==> src/rtl/noc_q_pkg.sv <==
// Shared types and constants for the multi-VC router input queue.
package noc_q_pkg;

    localparam int FLIT_W = 16;
    typedef logic [FLIT_W-1:0] flit_t;

    localparam int ERR_PUSH_FULL = 0;
    localparam int ERR_POP_EMPTY = 1;
    localparam int ERR_MULTI_POP = 2;

    // VC id width; a single VC still needs a one-bit id port
    function automatic int vc_w(input int n);
        return (n <= 1) ? 1 : $clog2(n);
    endfunction

endpackage

==> src/rtl/noc_fifo_bank.sv <==
// Single-VC flop FIFO; push to full and pop of empty are ignored internally.
module noc_fifo_bank #(
    parameter int DATA_W = 16,
    parameter int DEPTH  = 4
) (
    input  logic              clk,
    input  logic              rst,
    input  logic              push,
    input  logic              pop,
    input  logic [DATA_W-1:0] wdata,
    output logic [DATA_W-1:0] rdata,
    output logic              full,
    output logic              empty
);

    localparam int AW = $clog2(DEPTH);
    localparam int CW = AW + 1;

    logic [DATA_W-1:0] mem [DEPTH];
    logic [AW-1:0]     wr_ptr;
    logic [AW-1:0]     rd_ptr;
    logic [CW-1:0]     count;
    logic              do_push;
    logic              do_pop;

    assign full    = (count == CW'(DEPTH));
    assign empty   = (count == '0);
    assign do_push = push && !full;
    assign do_pop  = pop && !empty;
    assign rdata   = mem[rd_ptr];

    always_ff @(posedge clk) begin
        if (rst) begin
            wr_ptr <= '0;
            rd_ptr <= '0;
            count  <= '0;
        end else begin
            if (do_push) wr_ptr <= wr_ptr + AW'(1);
            if (do_pop)  rd_ptr <= rd_ptr + AW'(1);
            case ({do_push, do_pop})
                2'b10:   count <= count + CW'(1);
                2'b01:   count <= count - CW'(1);
                default: count <= count;
            endcase
        end
    end

    // Data array carries no reset; only pointers and count define validity
    always_ff @(posedge clk) begin
        if (do_push) mem[wr_ptr] <= wdata;
    end

endmodule

==> src/rtl/noc_vc_queue.sv <==
// Multi-VC router input queue: push demux, lowest-index pop select, registered output.
// Optional sticky error flags on err_o when NOC_Q_ERR_EN is defined.
module noc_vc_queue
    import noc_q_pkg::*;
#(
    parameter  int DATA_W = 16,
    parameter  int DEPTH  = 4,
    parameter  int NUM_VC = 2,
    localparam int VC_W   = vc_w(NUM_VC)
) (
    input  logic              clk,
    input  logic              rst,
    input  logic              valid_i,
    input  logic [VC_W-1:0]   vc_i,
    input  logic [DATA_W-1:0] data_i,
    input  logic [NUM_VC-1:0] pop_req_i,
    output logic [DATA_W-1:0] data_o,
    output logic [VC_W-1:0]   vc_o,
    output logic              en_o,
    output logic [NUM_VC-1:0] full_o,
    output logic [NUM_VC-1:0] empty_o
`ifdef NOC_Q_ERR_EN
    ,
    output logic [2:0]        err_o
`endif
);

    logic [NUM_VC-1:0] bank_push;
    logic [NUM_VC-1:0] bank_pop;
    logic [DATA_W-1:0] bank_rdata [NUM_VC];

    logic              pop_any;
    logic [VC_W-1:0]   pop_sel;
    logic              sel_empty;
    logic [DATA_W-1:0] sel_rdata;
    logic              pop_acc;
    logic              push_full;

    logic [DATA_W-1:0] data_p1;
    logic [VC_W-1:0]   vc_p1;
    logic              vld_p1;

    // Ids outside 0..NUM_VC-1 match no bank, so such pushes vanish here
    always_comb begin
        bank_push = '0;
        push_full = 1'b0;
        for (int v = 0; v < NUM_VC; v++) begin
            if (valid_i && (vc_i == VC_W'(v))) begin
                bank_push[v] = 1'b1;
                push_full    = full_o[v];
            end
        end
    end

    always_comb begin
        pop_any   = 1'b0;
        pop_sel   = '0;
        sel_empty = 1'b1;
        sel_rdata = '0;
        bank_pop  = '0;
        for (int v = 0; v < NUM_VC; v++) begin
            if (pop_req_i[v] && !pop_any) begin
                pop_any = 1'b1;
                pop_sel = VC_W'(v);
            end
        end
        for (int v = 0; v < NUM_VC; v++) begin
            if (pop_sel == VC_W'(v)) begin
                sel_empty = empty_o[v];
                sel_rdata = bank_rdata[v];
            end
        end
        pop_acc = pop_any && !sel_empty;
        for (int v = 0; v < NUM_VC; v++) begin
            bank_pop[v] = pop_acc && (pop_sel == VC_W'(v));
        end
    end

    for (genvar g = 0; g < NUM_VC; g++) begin : g_bank
        noc_fifo_bank #(
            .DATA_W (DATA_W),
            .DEPTH  (DEPTH)
        ) u_bank (
            .clk   (clk),
            .rst   (rst),
            .push  (bank_push[g]),
            .pop   (bank_pop[g]),
            .wdata (data_i),
            .rdata (bank_rdata[g]),
            .full  (full_o[g]),
            .empty (empty_o[g])
        );
    end

    // Stage p1: output register, data holds when no pop is accepted
    always_ff @(posedge clk) begin
        if (rst) begin
            vld_p1  <= 1'b0;
            data_p1 <= '0;
            vc_p1   <= '0;
        end else begin
            vld_p1 <= pop_acc;
            if (pop_acc) begin
                data_p1 <= sel_rdata;
                vc_p1   <= pop_sel;
            end
        end
    end

    assign data_o = data_p1;
    assign vc_o   = vc_p1;
    assign en_o   = vld_p1;

`ifdef NOC_Q_ERR_EN
    logic [2:0] err_p1;
    logic       multi_pop;

    assign multi_pop = (pop_req_i & (pop_req_i - NUM_VC'(1))) != '0;

    always_ff @(posedge clk) begin
        if (rst) begin
            err_p1 <= '0;
        end else begin
            if (push_full)             err_p1[ERR_PUSH_FULL] <= 1'b1;
            if (pop_any && sel_empty)  err_p1[ERR_POP_EMPTY] <= 1'b1;
            if (multi_pop)             err_p1[ERR_MULTI_POP] <= 1'b1;
        end
    end

    assign err_o = err_p1;
`else
    logic unused_err;
    assign unused_err = push_full;
`endif

endmodule

==> config.mk <==
export PLATFORM = sky130hd
export DESIGN_NAME = noc_vc_queue
export DESIGN_NICKNAME = d
export VERILOG_FILES = /design/src/rtl/noc_q_pkg.sv /design/src/rtl/noc_fifo_bank.sv /design/src/rtl/noc_vc_queue.sv
export SDC_FILE = /design/constraint.sdc
export NUM_CORES = 1
export LEC_CHECK = 0
export ABC_CLOCK_PERIOD_IN_PS = 2029
export CAP_MARGIN = 15
export CORE_UTILIZATION = 53
export DETAILED_ROUTE_END_ITERATION = 12
export PLACE_DENSITY = 0.79
export SLEW_MARGIN = 30
export SYNTH_ARGS = -nofsm -noshare
export SYNTH_HDL_FRONTEND = slang
export SYNTH_SLANG_ARGS = --single-unit
==> constraint.sdc <==
create_clock -name clk -period 2.03 [get_ports clk]
set_input_delay 0.3045 -clock clk [delete_from_list [all_inputs] [get_ports clk]]
set_output_delay 0.3045 -clock clk [all_outputs]
set_load 0.005 [all_outputs]
# Word-level counts from Yosys, hierarchy flattened
# Memory sizes are Yosys's and may differ from the RTL's. A register that Yosys moved wholly into a read port is not among the register bits.
# Index checks and enable logic that the tools add are counted.
# op_classes
n_addsub	8
n_eq_ne	6
n_mux	17
n_bitwise	2
reduce_logical	20
# ops
op	n
16-bit 2-to-1 mux	1
3-bit case mux with 2 select lines	2
1-bit logical AND	10
1-bit 2-to-1 mux	10
2-bit by 1-bit adder with 2-bit output (second input constant)	4
2-bit 2-to-1 mux	4
3-bit by 1-bit adder with 3-bit output (second input constant)	2
3-bit equality test (second input constant)	2
1-bit zero test	6
3-bit zero test	2
3-bit by 1-bit subtractor with 3-bit output (second input constant)	2
2-bit by 1-bit equality test with 1-bit output (second input constant)	2
2-bit equality test (second input constant)	2
2-bit nonzero test	2
1-bit NOT	2
# word_totals
register_bits	32
ramBits	128
inputBits	22
wordCells	64
n_memories	2
# mem_list
memory	words	word_bits	read_ports	rd_ports_with_merged_regs	wr	line	source
g_bank[0].u_bank.mem	4	16	1	1	1	noc_fifo_bank.sv:19	logic [DATA_W-1:0] mem [DEPTH];
g_bank[1].u_bank.mem	4	16	1	1	1	noc_fifo_bank.sv:19	

# Logic depth before layout (Yosys ltp)
# logic_depth
depth_word	11
depth_mapped	11
ltp_nobuf	10

# Hierarchy
# From an unflattened synthesis, not the netlist that was laid out.
# unflattened
cells_unflattened	378
area_unflattened_um2	6573.8
# by_module_without_submodules
mod	instances	cells_per_inst	area_per_inst_um2
noc_fifo_bank	2	138	2821.5
noc_vc_queue	1	102	930.9

# Least setup slack after synthesis
# No wires, ideal clock.
# synth_timing
path_kind	register to register
from	register g_bank[0].u_bank.count[0]
to	register g_bank[0].u_bank.count[2]
arrival_time_ns	2.126
t_required_ns	1.960
slack_ns	-0.167
stages_incl_launch_ff	12
cell_sequence	dfxtp_1 > or3b_1 > clkbuf_1 > inv_2 > nor2_1 > inv_1 > ha_1 > inv_1 > fa_1 > xor2_1 > or3_1 > a21oi_1
# synth_between
word_cells_on_any_way	16
classes_between	add/sub: 2; eq/ne: 3; mux: 2; reduce/logical: 9
# synth_lines
element	line	source
from (decl)	noc_fifo_bank.sv:22	logic [CW-1:0] count;
from (signal assigned)	noc_fifo_bank.sv:41	2'b10: count <= count + CW'(1);
from (signal assigned)	noc_fifo_bank.sv:42	2'b01: count <= count - CW'(1);
from (signal assigned)	noc_fifo_bank.sv:43	default: count <= count;
3-bit equality test (*)	noc_fifo_bank.sv:26	assign full = (count == CW'(DEPTH));
via g_bank[0].u_bank.full	noc_fifo_bank.sv:12	output logic full,
1-bit zero test (*)	noc_fifo_bank.sv:28	assign do_push = push && !full;
1-bit logical AND (*)	noc_fifo_bank.sv:28	
2-bit by 1-bit equality test with 1-bit output or 2-bit equality test (tied branches)	noc_fifo_bank.sv:40	case ({do_push, do_pop})
3-bit case mux with 2 select lines or 2-bit nonzero test (tied branches)	-	
# Mark *: on every way through the listed nets, which the timed path passes. The rest lies on a longest branch.
# A chain may end at the register's enable or synchronous reset.

# Final worst setup path
# layout_timing
from	register g_bank[1].u_bank.count[2]
to	register g_bank[1].u_bank.count[2]
# layout_between
elab_chain_cells	8
word_cells_on_any_way	16
classes_between	add/sub: 2; eq/ne: 3; mux: 2; reduce/logical: 9
# layout_rtl
element	line	source
from (decl)	noc_fifo_bank.sv:22	
from (signal assigned)	noc_fifo_bank.sv:41	
from (signal assigned)	noc_fifo_bank.sv:42	
from (signal assigned)	noc_fifo_bank.sv:43	
3-bit zero test	noc_fifo_bank.sv:27	assign empty = (count == '0);
1-bit 2-to-1 mux	noc_vc_queue.sv:68	if (pop_sel == VC_W'(v)) begin
1-bit zero test	noc_vc_queue.sv:73	pop_acc = pop_any && !sel_empty;
1-bit logical AND	noc_vc_queue.sv:73	
1-bit logical AND	noc_vc_queue.sv:75	bank_pop[v] = pop_acc && (pop_sel == VC_W'(v));
1-bit logical AND	noc_fifo_bank.sv:29	assign do_pop = pop && !empty;
2-bit by 1-bit equality test with 1-bit output or 2-bit equality test (tied branches)	noc_fifo_bank.sv:40	
3-bit case mux with 2 select lines or 2-bit nonzero test (tied branches)	-	
# Several ways; a longest one is shown, not always the timed one.

==> impl_metrics.py <==
metrics = {
    "status": {
        "outcome": "finished with violations",
        "violations": "setup timing",
    },
    "yosys": {
        "synthAdderAreaFrac": 0.02534,
        "ys.flop_type": "edfxtp_1",
        "synth_xor_area_frac": 0.006718,
        "syn-num-nets": 406,
        "synth_top_family_by_area": "multiplexers",
        "syn-cell-area_um2": 6519,
        "synth_compound_area_frac": 0.07179,
        "synth_simple_gate_area_frac": 0.03282,
        "avgSynthCellArea_um2": 17.52,
        "ys_seq_area_frac": 0.7002,
        "async_flop_share": 0,
        "synthCells": 372,
        "synth_edf_count": 128,
        "yosys_warnings": 0,
        "muxShareOfSynthArea": 0.1232,
        "ys_seq_elements": 164,
        "synth_cell_types": 34,
    },
    "setup_path": {
        "r2r_start": "g_bank[1].u_bank.count[2]",
        "reg2reg_to": "g_bank[1].u_bank.count[2]",
        "worst-r2r-setup-slack_ns": -0.09,
        "cp.arrival_ns": 2.46,
        "critical_path_peak_fanout": 4,
        "endpoint_kind": "flip-flop",
        "path_cells": "or3b_4 > inv_2 > nor2_2 > inv_1 > ha_2 > inv_2 > fa_2 > xor2_1 > or3_1 > a21oi_1",
        "cpPeakStageDelay_ns": 0.40,
        "cp.required_ns": 2.37,
        "path_buf_inv": 3,
        "ff2ff_path_depth": 10,
        "critical_path_class": "reg2reg",
        "start_kind": "flip-flop",
        "cpMaxStageDelayCell": "or3b_4",
        "crit_path_frequent_cell": "inv_2",
        "critPathTopFamily": "simple AND/OR/NAND/NOR gates",
    },
    "floorplanning": {
        "die_w_um": 112.9,
        "start_util": 0.5427,
        "die_h_um": 112.9,
        "coreArea_um2": 12010,
        "rows": 40,
        "ios": 44,
        "die-area_um2": 12750,
    },
    "hold_path": {
        "hold_path.class": "reg2reg",
        "worstHoldStart": "g_bank[1].u_bank.rd_ptr[1]",
        "hold_depth": 2,
    },
    "sta": {
        "maxSlewHeadroom": 0.7023,
        "finalHoldViolCount": 0,
        "slew_viol_final": 0,
        "clock_skew_ns": 0.01009,
        "finalCriticalPeriod_ns": 2.117,
        "setup_slack_ns": -0.08718,
        "rsz0062_at_grt": "true",
        "tightest_slew_ns": 0.4459,
        "setup_viol": 2,
        "achievable-frequency_mhz": 472.3,
        "min_period_over_period": 1.043,
    },
    "cells_and_area": {
        "final_cell_mix": "edfxtp_1 (128), clkdlybuf4s50_1 (40), dfxtp_1 (31), a21oi_1 (29), mux4_1 (22)",
        "layout-drive-gt1-share": 0.2049,
        "nNetsFinal": 470,
        "seqCellArea_um2": 4571,
        "area_growth_pct": 20.83,
        "n_antenna_cell": 0,
        "layout_commonest_cell": "edfxtp_1",
        "multi_input_area_um2": 1724,
        "stdcell_count": 596,
        "fillCellCount": 791,
    },
    "routing": {
        "wl_per_cell_um": 21.83,
        "drc": 0,
        "routed_wirelength_um": 13010,
        "drt_iter0_markers": 282,
        "vias_per_cell": 6.074,
        "drt-pass1-iter-count": 4,
        "vias": 3620,
        "drt.antenna.violating_nets": 0,
    },
    "global_routing": {
        "grt_pass1_wl_um": 20620,
        "grtUsageTotal": 0.2255,
        "grt_antenna_before_repair": 0,
        "grt-ovfl-total": 0,
        "grt_pass1_vias": 3811,
        "grt_max_degree": 35,
    },
    "power_and_ir_drop": {
        "power.density_nw_per_um2": 1074,
        "peakVddDrop_mv": 0.6743,
        "leakage_nw": 2.617,
        "power.total_mw": 8.462,
    },
    "cts": {
        "cts_buffers": 17,
        "cts_max_level": 4,
        "cts_root_buf": "clkbuf_16",
        "cts_tree": "yes",
        "cts.path.max_buffers": 2,
        "cts_hold_buf": 0,
        "clk_pin_slew_worst_paths_ns": 0.06,
        "clock_sinks": 164,
        "clk_latency_ns": 0.42,
    },
    "placement": {
        "globalplace.congestion": 0.7667,
        "io_buffers": 43,
        "hpwl_um": 7498,
        "dp_cells": 562,
    },
    "flow_run": {
        "drv_cap": 0,
    },
}
-- worst max-delay path by stage --
stage	to	slack (ns)	depth (start not counted)	start
global placement	g_bank[0].u_bank.count[2]	-0.20	10	vc_i
CTS	g_bank[1].u_bank.count[2]	-0.08	10	g_bank[1].u_bank.count[2]
floorplan	g_bank[0].u_bank.count[2]	-0.09	11	g_bank[0].u_bank.count[0]
global route	g_bank[1].u_bank.count[2]	-0.14	10	g_bank[1].u_bank.count[2]
finish	g_bank[1].u_bank.count[2]	-0.09	10	g_bank[1].u_bank.count[2]
detailed placement	g_bank[0].u_bank.count[2]	-0.28	10	vc_i
-- what timing repair did --
| action | CTS | global route |
|---|---|---|
| resized for setup | 11 | 2 |
| buffers inserted | 2 | 0 |
| setup endpoints to repair | 6 | 3 |
| pin swaps | 1 | 1 |
-- registers in the layout, indices dropped and copies added, names as in the netlist, named ones only --
signal and count:
g_bank.u_bank.wr_ptr 4, data_o 16, g_bank.u_bank.count 6, g_bank.u_bank.mem 128
vc_o 1, g_bank.u_bank.rd_ptr 4, en_o 1
-- cells by family (layout without fill, tap and decap cells) --
| family | after synthesis | after routing |
|---|---|---|
| flip-flops | 164 | 164 |
| AO/OA/AOI/OAI | 72 | 72 |
| buffers and inverters | 47 | 124 |
| AND/OR/NAND/NOR | 40 | 40 |
| multiplexers | 32 | 32 |
| adder cells (fa/ha/maj) | 12 | 12 |
| XOR/XNOR | 5 | 5 |
-- metrics by stage --
stage	hold WS [ns]	setup TNS, ns	util	worst slack (ns)	instance area, um^2
finish	0.4952	-0.1493	0.6557	-0.08718	7876
global route	0.5223	-0.2687	0.6557	-0.1398	7876
CTS	0.4921	-0.1470	0.6554	-0.07777	7873
detailed placement	0.4838	-0.8121	0.6090	-0.2804	7315
global placement	0.4679	-0.5408	0.6090	-0.1995	7315
floorplan	0.4034	-0.1675	-	-0.09176	6535
-- tightest hold or removal path: stages (launching register included) --
cell and delay, ns:
dfxtp_1 0.31, o31ai_1 0.06, a21oi_1 0.07
-- layout make-up --
cell class,instances,area share
clock buffers,18,0.05449
clock inverters,14,0.01319
inverters,18,0.008578
multi-input cells,161,0.2189
flip-flops and latches,164,0.5803
well taps,147,0.02335
repair buffers,74,0.1012
-- layer usage --
| metal | track usage | part of all wire | up-vias |
|---|---|---|---|
| met4 | 0.1000 | 0.021 | 0 |
| met1 | 0.2740 | 0.40 | 1844 |
| li1 | - | - | 1618 |
| met2 | 0.3827 | 0.53 | 134 |
| met5 | 0 | 0 | - |
| met3 | 0.05945 | 0.056 | 24 |
-- synthesized netlist by cell type (3+ instances only) --
master    count  area (um^2)
o21ai_0       8        40.04
edfxtp_1    128         3844
buf_4         5        37.54
ha_1         10        125.1
mux4_2       10        225.2
inv_2         3        11.26
and3_1        8        50.05
nor2_1       13        48.80
mux4_1       22        578.1
buf_2         7        35.03
clkbuf_1     10        37.54
a21oi_1      29        145.1
a32oi_1      16        140.1
buf_6         3        33.78
inv_1        15        56.30
or3_1         4        25.02
dfxtp_1      36        720.7
xor2_1        4        35.03
nand3_1       5        25.02
o211ai_1     16        120.1
-- power by group --
group          internal [mW]  leakage [nW]  total (mW)  switching [mW]
Sequential              3.85          1.46        3.97           0.115
Combinational          0.834         0.911        1.65           0.813
Clock                   1.57         0.249        2.85            1.28
Total                   6.26          2.62        8.46            2.21
Note: power is estimated with default switching activity, not from simulation.
